[src/rtl/vend_dispense_arbiter.sv]
// Round-robin owner of the shared goods chute and coin hopper.
// Sequences vend, per-coin payout with sensor confirm, ack/err return.
module vend_dispense_arbiter #(
  parameter int NREQ      = 4,
  parameter int MOTOR_CYC = 8,
  parameter int COIN_CYC  = 4,
  parameter int TIMEOUT   = 16
) (
  input  logic              clk,
  input  logic              rst,
  input  logic [NREQ-1:0]   req,
  input  logic [2*NREQ-1:0] req_goods,
  input  logic [4*NREQ-1:0] req_change,
  input  logic              coin_sense,
  output logic [NREQ-1:0]   gnt,
  output logic [NREQ-1:0]   ack,
  output logic [NREQ-1:0]   err,
  output logic [2:0]        chute,
  output logic              hopper,
  output logic              busy
);

  localparam int IW = (NREQ > 1) ? $clog2(NREQ) : 1;
  localparam int M1 = (MOTOR_CYC > COIN_CYC) ? MOTOR_CYC : COIN_CYC;
  localparam int CMAX = (M1 > TIMEOUT) ? M1 : TIMEOUT;
  localparam int CW = $clog2(CMAX + 1);

  typedef enum logic [2:0] {
    IDLE,
    GRANT,
    VEND,
    PAY,
    SENSE,
    DONE,
    FAULT
  } state_t;

  state_t          state, state_n;
  logic [IW-1:0]   ptr, ptr_n;
  logic [IW-1:0]   win, win_n;
  logic [1:0]      goods, goods_n;
  logic [3:0]      coins, coins_n;
  logic [CW-1:0]   cnt, cnt_n;

  logic [NREQ-1:0] gnt_n, ack_n, err_n;
  logic [2:0]      chute_n;
  logic            hopper_n, busy_n;

  logic [IW-1:0]   pick, cand;
  logic            found;
  logic [1:0]      sel_goods;
  logic [3:0]      sel_change;

  // Round-robin search starting just above the last winner
  always_comb begin
    pick  = '0;
    found = 1'b0;
    cand  = ptr;
    for (int i = 0; i < NREQ; i++) begin
      cand = (cand == IW'(NREQ - 1)) ? '0 : cand + 1'b1;
      if (!found && req[cand]) begin
        found = 1'b1;
        pick  = cand;
      end
    end
  end

  // Mux out the owner's goods code and change amount
  always_comb begin
    sel_goods  = '0;
    sel_change = '0;
    for (int i = 0; i < NREQ; i++) begin
      if (win == IW'(i)) begin
        sel_goods  = req_goods[2*i +: 2];
        sel_change = req_change[4*i +: 4];
      end
    end
  end

  // Next state, datapath and registered-output values
  always_comb begin
    state_n = state;
    ptr_n   = ptr;
    win_n   = win;
    goods_n = goods;
    coins_n = coins;
    cnt_n   = cnt;
    gnt_n   = gnt;

    unique case (state)
      IDLE: begin
        if (found) begin
          state_n = GRANT;
          ptr_n   = pick;
          win_n   = pick;
          gnt_n   = NREQ'(1) << pick;
        end
      end
      GRANT: begin
        goods_n = sel_goods;
        coins_n = sel_change;
        cnt_n   = '0;
        if (sel_goods != 2'd0) state_n = VEND;
        else if (sel_change != 4'd0) state_n = PAY;
        else state_n = DONE;
      end
      VEND: begin
        if (cnt == CW'(MOTOR_CYC - 1)) begin
          cnt_n   = '0;
          state_n = (coins != 4'd0) ? PAY : DONE;
        end else begin
          cnt_n = cnt + 1'b1;
        end
      end
      PAY: begin
        if (cnt == CW'(COIN_CYC - 1)) begin
          cnt_n   = '0;
          state_n = SENSE;
        end else begin
          cnt_n = cnt + 1'b1;
        end
      end
      SENSE: begin
        if (coin_sense) begin
          coins_n = coins - 1'b1;
          cnt_n   = '0;
          state_n = (coins_n == 4'd0) ? DONE : PAY;
        end else if (cnt == CW'(TIMEOUT - 1)) begin
          cnt_n   = '0;
          state_n = FAULT;
        end else begin
          cnt_n = cnt + 1'b1;
        end
      end
      DONE: begin
        state_n = IDLE;
      end
      FAULT: begin
        coins_n = '0;
        state_n = IDLE;
      end
      default: begin
        state_n = IDLE;
      end
    endcase

    if (state_n == IDLE) gnt_n = '0;

    ack_n = '0;
    err_n = '0;
    if (state_n == DONE)  ack_n = NREQ'(1) << win_n;
    if (state_n == FAULT) err_n = NREQ'(1) << win_n;

    chute_n = '0;
    if (state_n == VEND) begin
      unique case (goods_n)
        2'd1:    chute_n = 3'b001;
        2'd2:    chute_n = 3'b010;
        2'd3:    chute_n = 3'b100;
        default: chute_n = 3'b000;
      endcase
    end

    hopper_n = (state_n == PAY);
    busy_n   = (state_n != IDLE);
  end

  // State, datapath and output registers
  always_ff @(posedge clk or posedge rst) begin
    if (rst) begin
      state  <= IDLE;
      ptr    <= IW'(NREQ - 1);
      win    <= '0;
      goods  <= '0;
      coins  <= '0;
      cnt    <= '0;
      gnt    <= '0;
      ack    <= '0;
      err    <= '0;
      chute  <= '0;
      hopper <= 1'b0;
      busy   <= 1'b0;
    end else begin
      state  <= state_n;
      ptr    <= ptr_n;
      win    <= win_n;
      goods  <= goods_n;
      coins  <= coins_n;
      cnt    <= cnt_n;
      gnt    <= gnt_n;
      ack    <= ack_n;
      err    <= err_n;
      chute  <= chute_n;
      hopper <= hopper_n;
      busy   <= busy_n;
    end
  end

endmodule

[config.mk]
export PLATFORM = sky130hd
export DESIGN_NAME = vend_dispense_arbiter
export DESIGN_NICKNAME = d
export VERILOG_FILES = /design/src/rtl/vend_dispense_arbiter.sv
export SDC_FILE = /design/constraint.sdc
export NUM_CORES = 1
export LEC_CHECK = 0
export BUFFER_PORTS_ARGS = -buffer_cell sky130_fd_sc_hd__buf_2
export CAP_MARGIN = 30
export CORE_ASPECT_RATIO = 1.75
export CORE_MARGIN = 1.5
export CORE_UTILIZATION = 52
export CTS_BUF_LIST = sky130_fd_sc_hd__clkbuf_8
export CTS_CLUSTER_DIAMETER = 40
export DETAILED_ROUTE_END_ITERATION = 8
export PLACE_DENSITY = 0.8
export REMOVE_ABC_BUFFERS = 1
export SLEW_MARGIN = 5
export SYNTH_ARGS = -nofsm -noshare
export SYNTH_HDL_FRONTEND = slang
export SYNTH_SLANG_ARGS = --single-unit
[constraint.sdc]
create_clock -name clk -period 3.1 [get_ports clk]
set_input_delay 0.62 -clock clk [delete_from_list [all_inputs] [get_ports clk]]
set_output_delay 0.62 -clock clk [all_outputs]
set_load 0.01 [all_outputs]
Word level (Yosys, flattened, before mapping)

Cells that the tools add are included.

Flip-flop bits (word level): 35
Input port bits: 31

Magnitude comparators: 4
Reductions and logical operators: 21
Multiplexer cells: 55
Add/subtract/negate cells: 6
Equal/unequal tests: 23
Shift-type cells: 2

Operators with widths:

| cell                                                                  | count |
|---|---|
| 4-bit two-way mux                                                     | 10 |
| 2-bit two-way mux                                                     | 15 |
| 3-bit two-way mux                                                     | 10 |
| 5-bit two-way mux                                                     | 4 |
| 5-bit case mux with 4 select lines                                    | 1 |
| 2-bit equality test, second input constant                            | 8 |
| 3-bit case mux with 5 select lines                                    | 1 |
| 3-bit by 2-bit equality test with 1-bit output, second input constant | 4 |
| 3-bit equality test, second input constant                            | 4 |
| 2-bit by 3-bit < comparator with 1-bit output, second input constant  | 4 |
| 4-bit case mux with 3 select lines                                    | 1 |
| 4-bit nonzero test                                                    | 3 |
| 3-bit case mux with 3 select lines                                    | 1 |
| 2-bit by 1-bit adder with 2-bit output, second input constant         | 4 |
| 1-bit binary-select mux with 2-bit select                             | 4 |
| 1-bit two-way mux                                                     | 8 |
| 1-bit by 2-bit << shifter with 4-bit output, first input constant     | 2 |
| 3-bit zero test                                                       | 2 |
| 2-bit AND reduction                                                   | 3 |
| 2-bit nonzero test                                                    | 3 |
| 3-bit nonzero test                                                    | 2 |
| 5-bit by 1-bit adder with 5-bit output, second input constant         | 1 |
| 5-bit by 2-bit equality test with 1-bit output, second input constant | 1 |
| 5-bit by 3-bit equality test with 1-bit output, second input constant | 1 |
| 9 further kinds                                                       | 14 |

Longest topological paths before layout

Gate-level depths: netlist of run 1.

Word-level depth: 19
Mapped depth: 10

Worst setup path before layout of run 1

Ideal clock, no wire load.

Path kind: reg-to-reg
From: register ptr[0]
To: register ack[2]
Library setup time: 89 ps
Data arrival time: 2303 ps
Period minus slack after synthesis: 2392 ps
Slack: 708 ps
Data required time: 3011 ps
Cell stages (with the launch flop): 9
Cell sequence: dfstp_2 > ha_1 > buf_2 > or3_4 > a221o_1 > a21oi_1 > o32ai_2 > a31oi_4 > nor3b_1

Cells in the longest elaborated chain, start to end: 18
Elaborated cells between the ends (all ways): 41
Classes of those cells: add/sub (4); eq/ne (5); shift (1); mux (25); reduce/logical (6)

RTL lines:

| element                                                                         | line | source |
|---|---|---|
| start, declared                                                                 | 39   | `logic [IW-1:0] ptr, ptr_n;` |
| start signal, assigned                                                          | 172  | `ptr <= IW'(NREQ - 1);` |
| start signal, assigned                                                          | 185  | `ptr <= ptr_n;` |
| 2-bit by 1-bit adder with 2-bit output or 2-bit equality test (tied branches)   | 60   | `cand = (cand == IW'(NREQ - 1)) ? '0 : cand + 1'b1;` |
| 2-bit two-way mux *                                                             | 60   |  |
| branches (longest 12 deep; another with 2-bit by 1-bit adder with 2-bit output) | -    |  |
| 2-bit two-way mux *                                                             | 92   | `if (found) begin` |
| 2-bit two-way mux *                                                             | 90   | `unique case (state)` |
| named net win_n[1]                                                              | 40   | `logic [IW-1:0] win, win_n;` |
| 1-bit by 2-bit << shifter with 4-bit output *                                   | 151  | `if (state_n == DONE) ack_n = NREQ'(1) << win_n;` |
| 4-bit two-way mux *                                                             | 151  |  |
| named net ack_n[2]                                                              | 45   | `logic [NREQ-1:0] gnt_n, ack_n, err_n;` |
| end signal, assigned                                                            | 191  | `ack <= ack_n;` |
| end, declared                                                                   | 16   | `output logic [NREQ-1:0] ack,` |

Mark *: on every way through the listed nets, which the timed path passes. The select of a mux whose other input is x is not followed.
A chain may end at the register's enable or synchronous reset.

Final worst setup path of run 1

From: register ptr[0]
To: register ack[3]

The elaborated chain is that of the path after synthesis.

==> impl_results.md, run 1 <==
* H-tree depth at 2
* Syn_area_per_cell at 9.87 sq um
* Sum Neg Setup Slack at 0 ns
* Leakage at 1.20 nW
* CP Launch Type: flop
* Critical Path RT at 3.31 ns
* Max Cap Viol at 0
* Outcome: completed
* Fin Hold WS at 0.410 ns
* Drt first pass iters at 4
* Dpl hpwl at 4.31 mm
* Deepest clock path buffer count at 2
* Setup violations, final at 0
* Worst Path Class, Setup: reg2reg
* Final slew viol count at 0
* Hold-fix buffers, CTS at 0
* Worst Skew at 0.00326 ns
* Routability Congestion at 0.816
* Top Metal Used: met4
* Post-synth top flop: dfrtp_1
* Clock latency on the worst-skew pair at 0.30 ns
* WL met3 at 97 microns
* Top post-synthesis cells by area: dfrtp_1, mux4_2, nor2_1, ha_1, o21ai_0
* Number of synthesized flops with an enable pin at 0
* Postcts setup bufs at 0
* Netlist cell types at 58
* RSZ-0062 raised after global routing: false
* Vias in the first global route at 1993
* Final cell count without fillers at 322
* First-pass GRT wire length at 8.99 mm
* Routed wire per std cell at 17.1 microns
* Mapped Cells at 230
* Initial core utilization at 0.547
* Final Total Pwr at 0.00259 W
* Area leader, netlist: dfrtp_1
* Least-Margin Pin Slew at 0.522 ns
* Worst EP arrival at 2.88 ns
* ANT cells at 0
* Die width at 53.0 microns
* Initial antenna violation count at 0
* Fmax at 374 MHz
* Post-route DRC at 0
* Drt total wl at 5.52 mm
* Antenna-violating nets left at 0
* Crit path time final at 2.67 ns
* Capturing point of the worst reg2reg path: ack[3]
* Seq/Total Area, Yosys at 0.387
* Largest net degree at the start of global routing at 36
* CP max FO at 18
* Grt ovf at 0
* Share of cells above drive strength 1 at 0.293
* Sink Count at 35
* Hold Path Class: in2async
* Die span in y at 90.4 microns
* CP startpoint: ptr[0]
* GRT Overall Usage at 0.253
* Yosys top cell area share at 0.364
* I/O Pins at 48
* Drt initial violations at 36
* Final Hold Viols at 0
* Rel. slew slack at 0.652
* R2R depth at 7
* Via density at 6.10
* Via count at 1965
* WL met1 at 2.01 mm
* CTS tree: built
* R2r setup slk at 0.43 ns
* Power Density at 995 mW/mm^2
* Met2 Wirelength at 3.32 mm
* CP endpoint kind: flop
* Row Count at 31
* Final nets at 309
* Yosys warns at 0
* P&R area growth vs syn at 14.7%
* Die area at 0.00479 sq mm
* Buffers added on ports at 47
* Worst-path clk slew at 0.07 ns
* R2r startpoint: ptr[0]
* Final worst path period share at 0.862
* Core Box Area at 0.00415 sq mm
* Root buffer cell: clkbuf_8
* Yosys reg bits at 35
* Mapped cell area at 0.00227 sq mm
* Max IR drop VDD at 0.954 mV
* Post-CTS resize count at 0
* Placed insts at 314
* TritonCTS Buffers at 5
* Synth async-reset ratio at 1.00
* Worst Setup EP: ack[3]
synth_stat cells, drive strengths merged (2+ instances only):
master,number
a22o,7
nand2,13
nand2b,8
or4,3
buf,5
and3b,2
nand4b,2
mux2,3
a21o,2
nor2,22
nand3,6
a22oi,3
mux4,8
clkbuf,10
xnor2,2
or3b,4
dfstp,2
nor3,7
a31oi,3
a32oi,3
dfrtp,33
inv,9
o31ai,2
ha,6
o211ai,2
nor2b,2
o21ai,16
a21oi,9
and2,2
or3,2
mux2i,4
o21a,2
nor3b,8
layout make-up:
class / count / area, sq um
clock inverters: 3 / 20.0
multi-input cells: 171 / 1280
well taps: 49 / 61.3
clock buffers: 5 / 68.8
flip-flops and latches: 35 / 878
inverters: 9 / 33.8
repair buffers: 50 / 258
fillers: 355 / 1550
cells in the final DEF (no fill, tap or decap), drive strengths merged, types with 5 or more instances in the layout:
cell,instances
buf,50
dfrtp,33
nor2,22
o21ai,16
nand2,13
inv,9
a21oi,9
nand2b,8
nor3b,8
mux4,8
a22o,7
nor3,7
nand3,6
ha,6
clkbuf,5
registers in the layout (all words and copies together) (netlist names):
name    flops
coins       4
goods       2
ack         4
chute       3
cnt         5
state       3
win         2
busy        1
hopper      1
ptr         2
gnt         4
err         4
per-layer routing:
layer | vias up | GRT usage
li1 | 940 | -
met1 | 987 | 0.244
met2 | 31 | 0.493
met3 | 7 | 0.0381
met4 | 0 | 0.0983
met5 | - | 0
power by group:
part | internal [W] | switching (W) | leakage (nW)
registers | 0.000621 | 0.000181 | 0.443
logic | 0.000640 | 0.000813 | 0.713
clock network | 0.000156 | 0.000179 | 0.0402
cell families after synthesis:
| group | Yosys count | synth area share |
|---|---|---|
| simple gates | 87 | 0.218 |
| mux | 15 | 0.113 |
| buf+inv | 24 | 0.0479 |
| fa+ha+maj | 6 | 0.0331 |
| compound gates | 60 | 0.190 |
| flops | 35 | 0.387 |
| xor+xnor | 3 | 0.0116 |
how the worst min path moves through the flow:
| stage | from | end | cells after the start |
|---|---|---|---|
| after detailed placement | gnt[0] | gnt[0] | 2 |
| after floorplan | cnt[0] | cnt[0] | 1 |
| final | rst | err[2] | 3 |
| after global routing | rst | err[2] | 3 |
| after global placement | gnt[0] | gnt[0] | 2 |
| after CTS | rst | err[2] | 3 |
critical path, stage by stage, from the launching register on:
cell	delay, ns
dfstp_2	0.54
ha_1	0.42
or3_4	0.42
a221o_1	0.32
a21oi_1	0.19
o32ai_2	0.14
a31oi_4	0.32
nor3b_1	0.24
metrics by stage:
step / utilization / worst slack [ns] / area [sq um]
5_1_grt: 0.627 / 0.281 / 2600
2_1_floorplan: - / 0.476 / 2200
6_report: 0.627 / 0.429 / 2600
4_1_cts: 0.627 / 0.447 / 2600
3_3_place_gp: 0.606 / 0.551 / 2510
3_5_place_dp: 0.606 / 0.457 / 2510
Power figures use the tool's default switching activity.
==> run 2, diff against run 1 <==
Settings changed: CTS_BUF_LIST sky130_fd_sc_hd__clkbuf_8 to sky130_fd_sc_hd__clkbuf_16, PLACE_DENSITY 0.8 to unset, PLACE_DENSITY_LB_ADDON set to 0.2, SLEW_MARGIN 5 to unset.
==> impl_results.md, run 2 (synthesis gave the netlist of run 1 again) <==
* Dpl hpwl at 3.75 mm
* Combinational power share at 0.505
* Via count at 1905
* CP startpoint: ptr[1]
* Final Hold Viols at 0
* I/O Pins at 48
* Initial antenna violation count at 0
* Sum Neg Setup Slack at 0 ns
* Drt total wl at 4.92 mm
* P&R area growth vs syn at 18.0%
* Sink Count at 35
* CTS tree: built
* CP max FO at 18
* Switching pwr at 0.00115 W
* Row Count at 31
* Cell-internal power at 0.00164 W
* Worst Path Class, Setup: reg2reg
* Worst-path clk slew at 0.06 ns
* Root buffer cell: clkbuf_16
* Routed wire per std cell at 15.3 microns
* Hold Path Class: in2async
* Most common cell after layout, fill and taps aside: buf_2
* Core Box Area at 0.00415 sq mm
* CP Launch Type: flop
* Max reg flops at 5
* Max Cap Viol at 0
* TritonCTS Buffers at 5
* H-tree depth at 2
* Post-route DRC at 0
* Clk pwr share at 0.208
* Final Core Density at 0.645
* Buffers added on ports at 47
* Setup violations, final at 0
* Outcome: completed
* Deepest clock path buffer count at 2
* Drt initial violations at 35
* Top reg by flops: cnt
* Most frequent cells in the layout: buf_2, dfrtp_1, nor2_1
* Die area at 0.00479 sq mm
* Final nets at 308
* Drt first pass iters at 4
* Leakage at 1.23 nW
* R2r startpoint: ptr[1]
* Fin Hold WS at 0.430 ns
* Hold-fix buffers, CTS at 0
* CP endpoint kind: flop
* Max IR drop VDD at 0.802 mV
* Critical Path RT at 3.29 ns
* Clock latency on the worst-skew pair at 0.28 ns
* Worst EP arrival at 2.76 ns
* Die span in y at 90.4 microns
* Share of cells above drive strength 1 at 0.290
* Post-CTS resize count at 0
* Die width at 53.0 microns
* Least-Margin Pin Slew at 0.769 ns
* Postcts setup bufs at 0
* RSZ-0062 raised after global routing: false
* Rel. slew slack at 0.486
* Sw frac at 0.413
* GRT Overall Usage at 0.219
* Largest net degree at the start of global routing at 36
* Via density at 5.93
* Fmax at 389 MHz
* Final slew viol count at 0
* Power Density at 1040 mW/mm^2
* Final worst path period share at 0.829
* Worst Skew at 0.00777 ns
* Crit path time final at 2.57 ns
* Final Total Pwr at 0.00279 W
* Initial core utilization at 0.547
* Flop pwr share at 0.287
* First-pass GRT wire length at 7.92 mm
* Grt ovf at 0
* Vias in the first global route at 1800
* Routability Congestion at 0.766
* Antenna-violating nets left at 0
* ANT cells at 0
[run 2: final cells by class]
type                       count  area [sq um]
fill                         349          1470
inverter                       9          33.8
timing repair buffer          49           250
clock buffer                   5           125
multi-input combinational    171          1280
clock inverter                 3          46.3
sequential                    35           878
tap                           49          61.3
[run 2: power by group through the flow]
stage	clock [W]	combinational [W]	sequential [W]
after detailed placement	0	0.00140	0.000805
after global routing	0.000606	0.00156	0.000827
final	0.000579	0.00141	0.000801
after global placement	0	0.00138	0.000800
after CTS	0.000587	0.00142	0.000800
after floorplan	0	0.00106	0.000805
[run 2: worst paths after layout]
path                                 end  depth (start not counted)  slack (ns)
worst max-delay path              ack[2]                          7        0.53
worst min-delay path            chute[2]                          3        0.43
worst max register to register    ack[2]                          7        0.53
worst min register to register    gnt[0]                          2        0.48
max in group asynchronous         ptr[0]                          3        2.32
min in group clk                  gnt[0]                          2        0.48
[run 2: worst max-delay path: stages (launching register included)]
cell and delay (ns):
dfstp_2 0.53, ha_1 0.40, or3_4 0.41, a221o_1 0.32, a21oi_1 0.16, o32ai_2 0.13, a31oi_4 0.31, nor3b_1 0.22
[run 2: layer usage]
| metal | part of all wire | track usage | up-vias |
|---|---|---|---|
| met4 | 0.028 | 0.118 | 0 |
| met1 | 0.39 | 0.246 | 936 |
| li1 | - | - | 935 |
| met3 | 0.015 | 0.0248 | 10 |
| met5 | 0 | 0 | - |
| met2 | 0.57 | 0.381 | 24 |
[run 2: through the flow]
stage / cell area, sq um / worst slack, ns / instances
after floorplan: 2200 / 0.476 / 215
after global placement: 2510 / 0.549 / 313
after detailed placement: 2510 / 0.537 / 313
after CTS: 2680 / 0.529 / 321
after global routing: 2680 / 0.334 / 321
final: 2680 / 0.529 / 321
==> run 3, diff against run 2 <==
Clock period 3.1 ns to 2.5 ns, I/O delays scaled along.
==> impl_results.md, run 3 (synthesis gave the netlist of run 1 again) <==
* CP max FO at 21
* Setup violations, final at 0
* Sum Neg Setup Slack at 0 ns
* Initial antenna violation count at 0
* P&R area growth vs syn at 22.3%
* Switching pwr at 0.00154 W
* Core Box Area at 0.00415 sq mm
* Worst Skew at 0.00489 ns
* CTS tree: built
* Clk pwr share at 0.168
* Power Density at 1310 mW/mm^2
* Hold-fix buffers, CTS at 0
* Max IR drop VDD at 1.36 mV
* Crit path time final at 2.44 ns
* Final slew viol count at 0
* Deepest clock path buffer count at 2
* Outcome: completed
* Least-Margin Pin Slew at 0.560 ns
* Sink Count at 35
* Die width at 53.0 microns
* Buffers added on ports at 47
* Drt total wl at 5.20 mm
* GRT Overall Usage at 0.229
* Cell-internal power at 0.00210 W
* CP Launch Type: flop
* Routability Congestion at 0.800
* Top Metal Used: met4
* First-pass GRT wire length at 8.35 mm
* Root buffer cell: clkbuf_16
* Row Count at 31
* TritonCTS Buffers at 5
* Final Core Density at 0.669
* WL met1 at 2.02 mm
* Worst-path clk slew at 0.06 ns
* Critical Path RT at 2.69 ns
* Vias in the first global route at 1894
* RSZ-0062 raised after global routing: true
* Die area at 0.00479 sq mm
* Post-route DRC at 0
* Top reg by flops: cnt
* Combinational power share at 0.560
* CP endpoint kind: flop
* H-tree depth at 2
* Sw frac at 0.423
* Die span in y at 90.4 microns
* Most common cell after layout, fill and taps aside: buf_2
* Via density at 5.97
* Rel. slew slack at 0.621
* Share of cells above drive strength 1 at 0.321
* Leakage at 1.27 nW
* Antenna-violating nets left at 0
* Drt initial violations at 42
* Flop pwr share at 0.273
* ANT cells at 0
* Dpl hpwl at 3.85 mm
* Via count at 1964
* Clock latency on the worst-skew pair at 0.28 ns
* Hold Path Class: in2async
* Final Hold Viols at 0
* Met2 Wirelength at 2.96 mm
* Worst Path Class, Setup: reg2reg
* Grt ovf at 0
* I/O Pins at 48
* Routed wire per std cell at 15.8 microns
* Max Cap Viol at 0
* WL met3 at 120 microns
* Final nets at 316
* Pre-CTS setup slack at -0.0328 ns
* Most frequent cells in the layout: buf_2, dfrtp_1, nor2_1
* Max reg flops at 5
* Drt first pass iters at 4
* Initial core utilization at 0.547
* Final worst path period share at 0.976
* Worst EP arrival at 2.63 ns
* Largest net degree at the start of global routing at 36
* Fmax at 410 MHz
* Worst setup margin at 0.0595 ns
[run 3: cell count changes in the layout (fill, tap and decap cells not counted), sizes merged]
cell / change
buf: +7
clkinv: +2
a31oi: +1
bufinv: -1
inv: -1
[run 3: layout make-up]
type | count | area (sq um)
inverters | 9 | 33.8
clock buffers | 5 | 125
multi-input cells | 172 | 1340
flip-flops and latches | 35 | 878
clock inverters | 3 | 20.0
repair buffers | 56 | 315
fillers | 345 | 1370
well taps | 49 | 61.3
[run 3: routing by layer]
layer  vias up  GRT usage
met5         -          0
met4         0     0.0983
met3        11     0.0364
met2        27      0.406
met1       970      0.258
li1        956          -
[run 3: metrics by stage]
step / instances / hold WS [ns] / total power [W] / area (sq um)
5_1_grt: 329 / 0.375 / 0.00391 / 2780
2_1_floorplan: 215 / 0.468 / 0.00232 / 2200
4_1_cts: 329 / 0.332 / 0.00350 / 2720
3_3_place_gp: 320 / 0.464 / 0.00279 / 2560
3_5_place_dp: 320 / 0.474 / 0.00283 / 2560
6_report: 329 / 0.303 / 0.00364 / 2780
[run 3: path summary, 6_finish.rpt]
path,from,endpoint,slack (ns),cells after the start
setup / recovery,ptr[0],ack[2],0.06,5
hold / removal,rst,chute[2],0.30,3
setup reg to reg,ptr[0],ack[2],0.06,5
hold reg to reg,gnt[0],gnt[0],0.49,2
max in group asynchronous,rst,ptr[0],1.85,3
min in group clk,gnt[0],gnt[0],0.49,2
[run 3: power groups by stage]
| stage | registers (W) | logic, W | clock network, W |
|---|---|---|---|
| final | 0.000992 | 0.00204 | 0.000610 |
| after global routing | 0.00102 | 0.00224 | 0.000643 |
| after CTS | 0.000979 | 0.00190 | 0.000615 |
| after detailed placement | 0.000988 | 0.00184 | 0 |
| after global placement | 0.000978 | 0.00181 | 0 |
| after floorplan | 0.000998 | 0.00132 | 0 |
[run 3: worst max-delay path, cell delays in order (launching register included)]
cell	delay (ns)
dfstp_2	0.58
buf_12	0.16
mux4_1	0.57
or4_4	0.59
a31oi_4	0.24
nor3b_1	0.21
[run 3: what timing repair did]
item / 4_1_cts / 5_1_grt
resized for setup: 1 / 10
buffers inserted: 0 / 0
gates cloned: 1 / 0
pin swaps: 1 / 2
endpoints found under the setup margin: 4 / 13
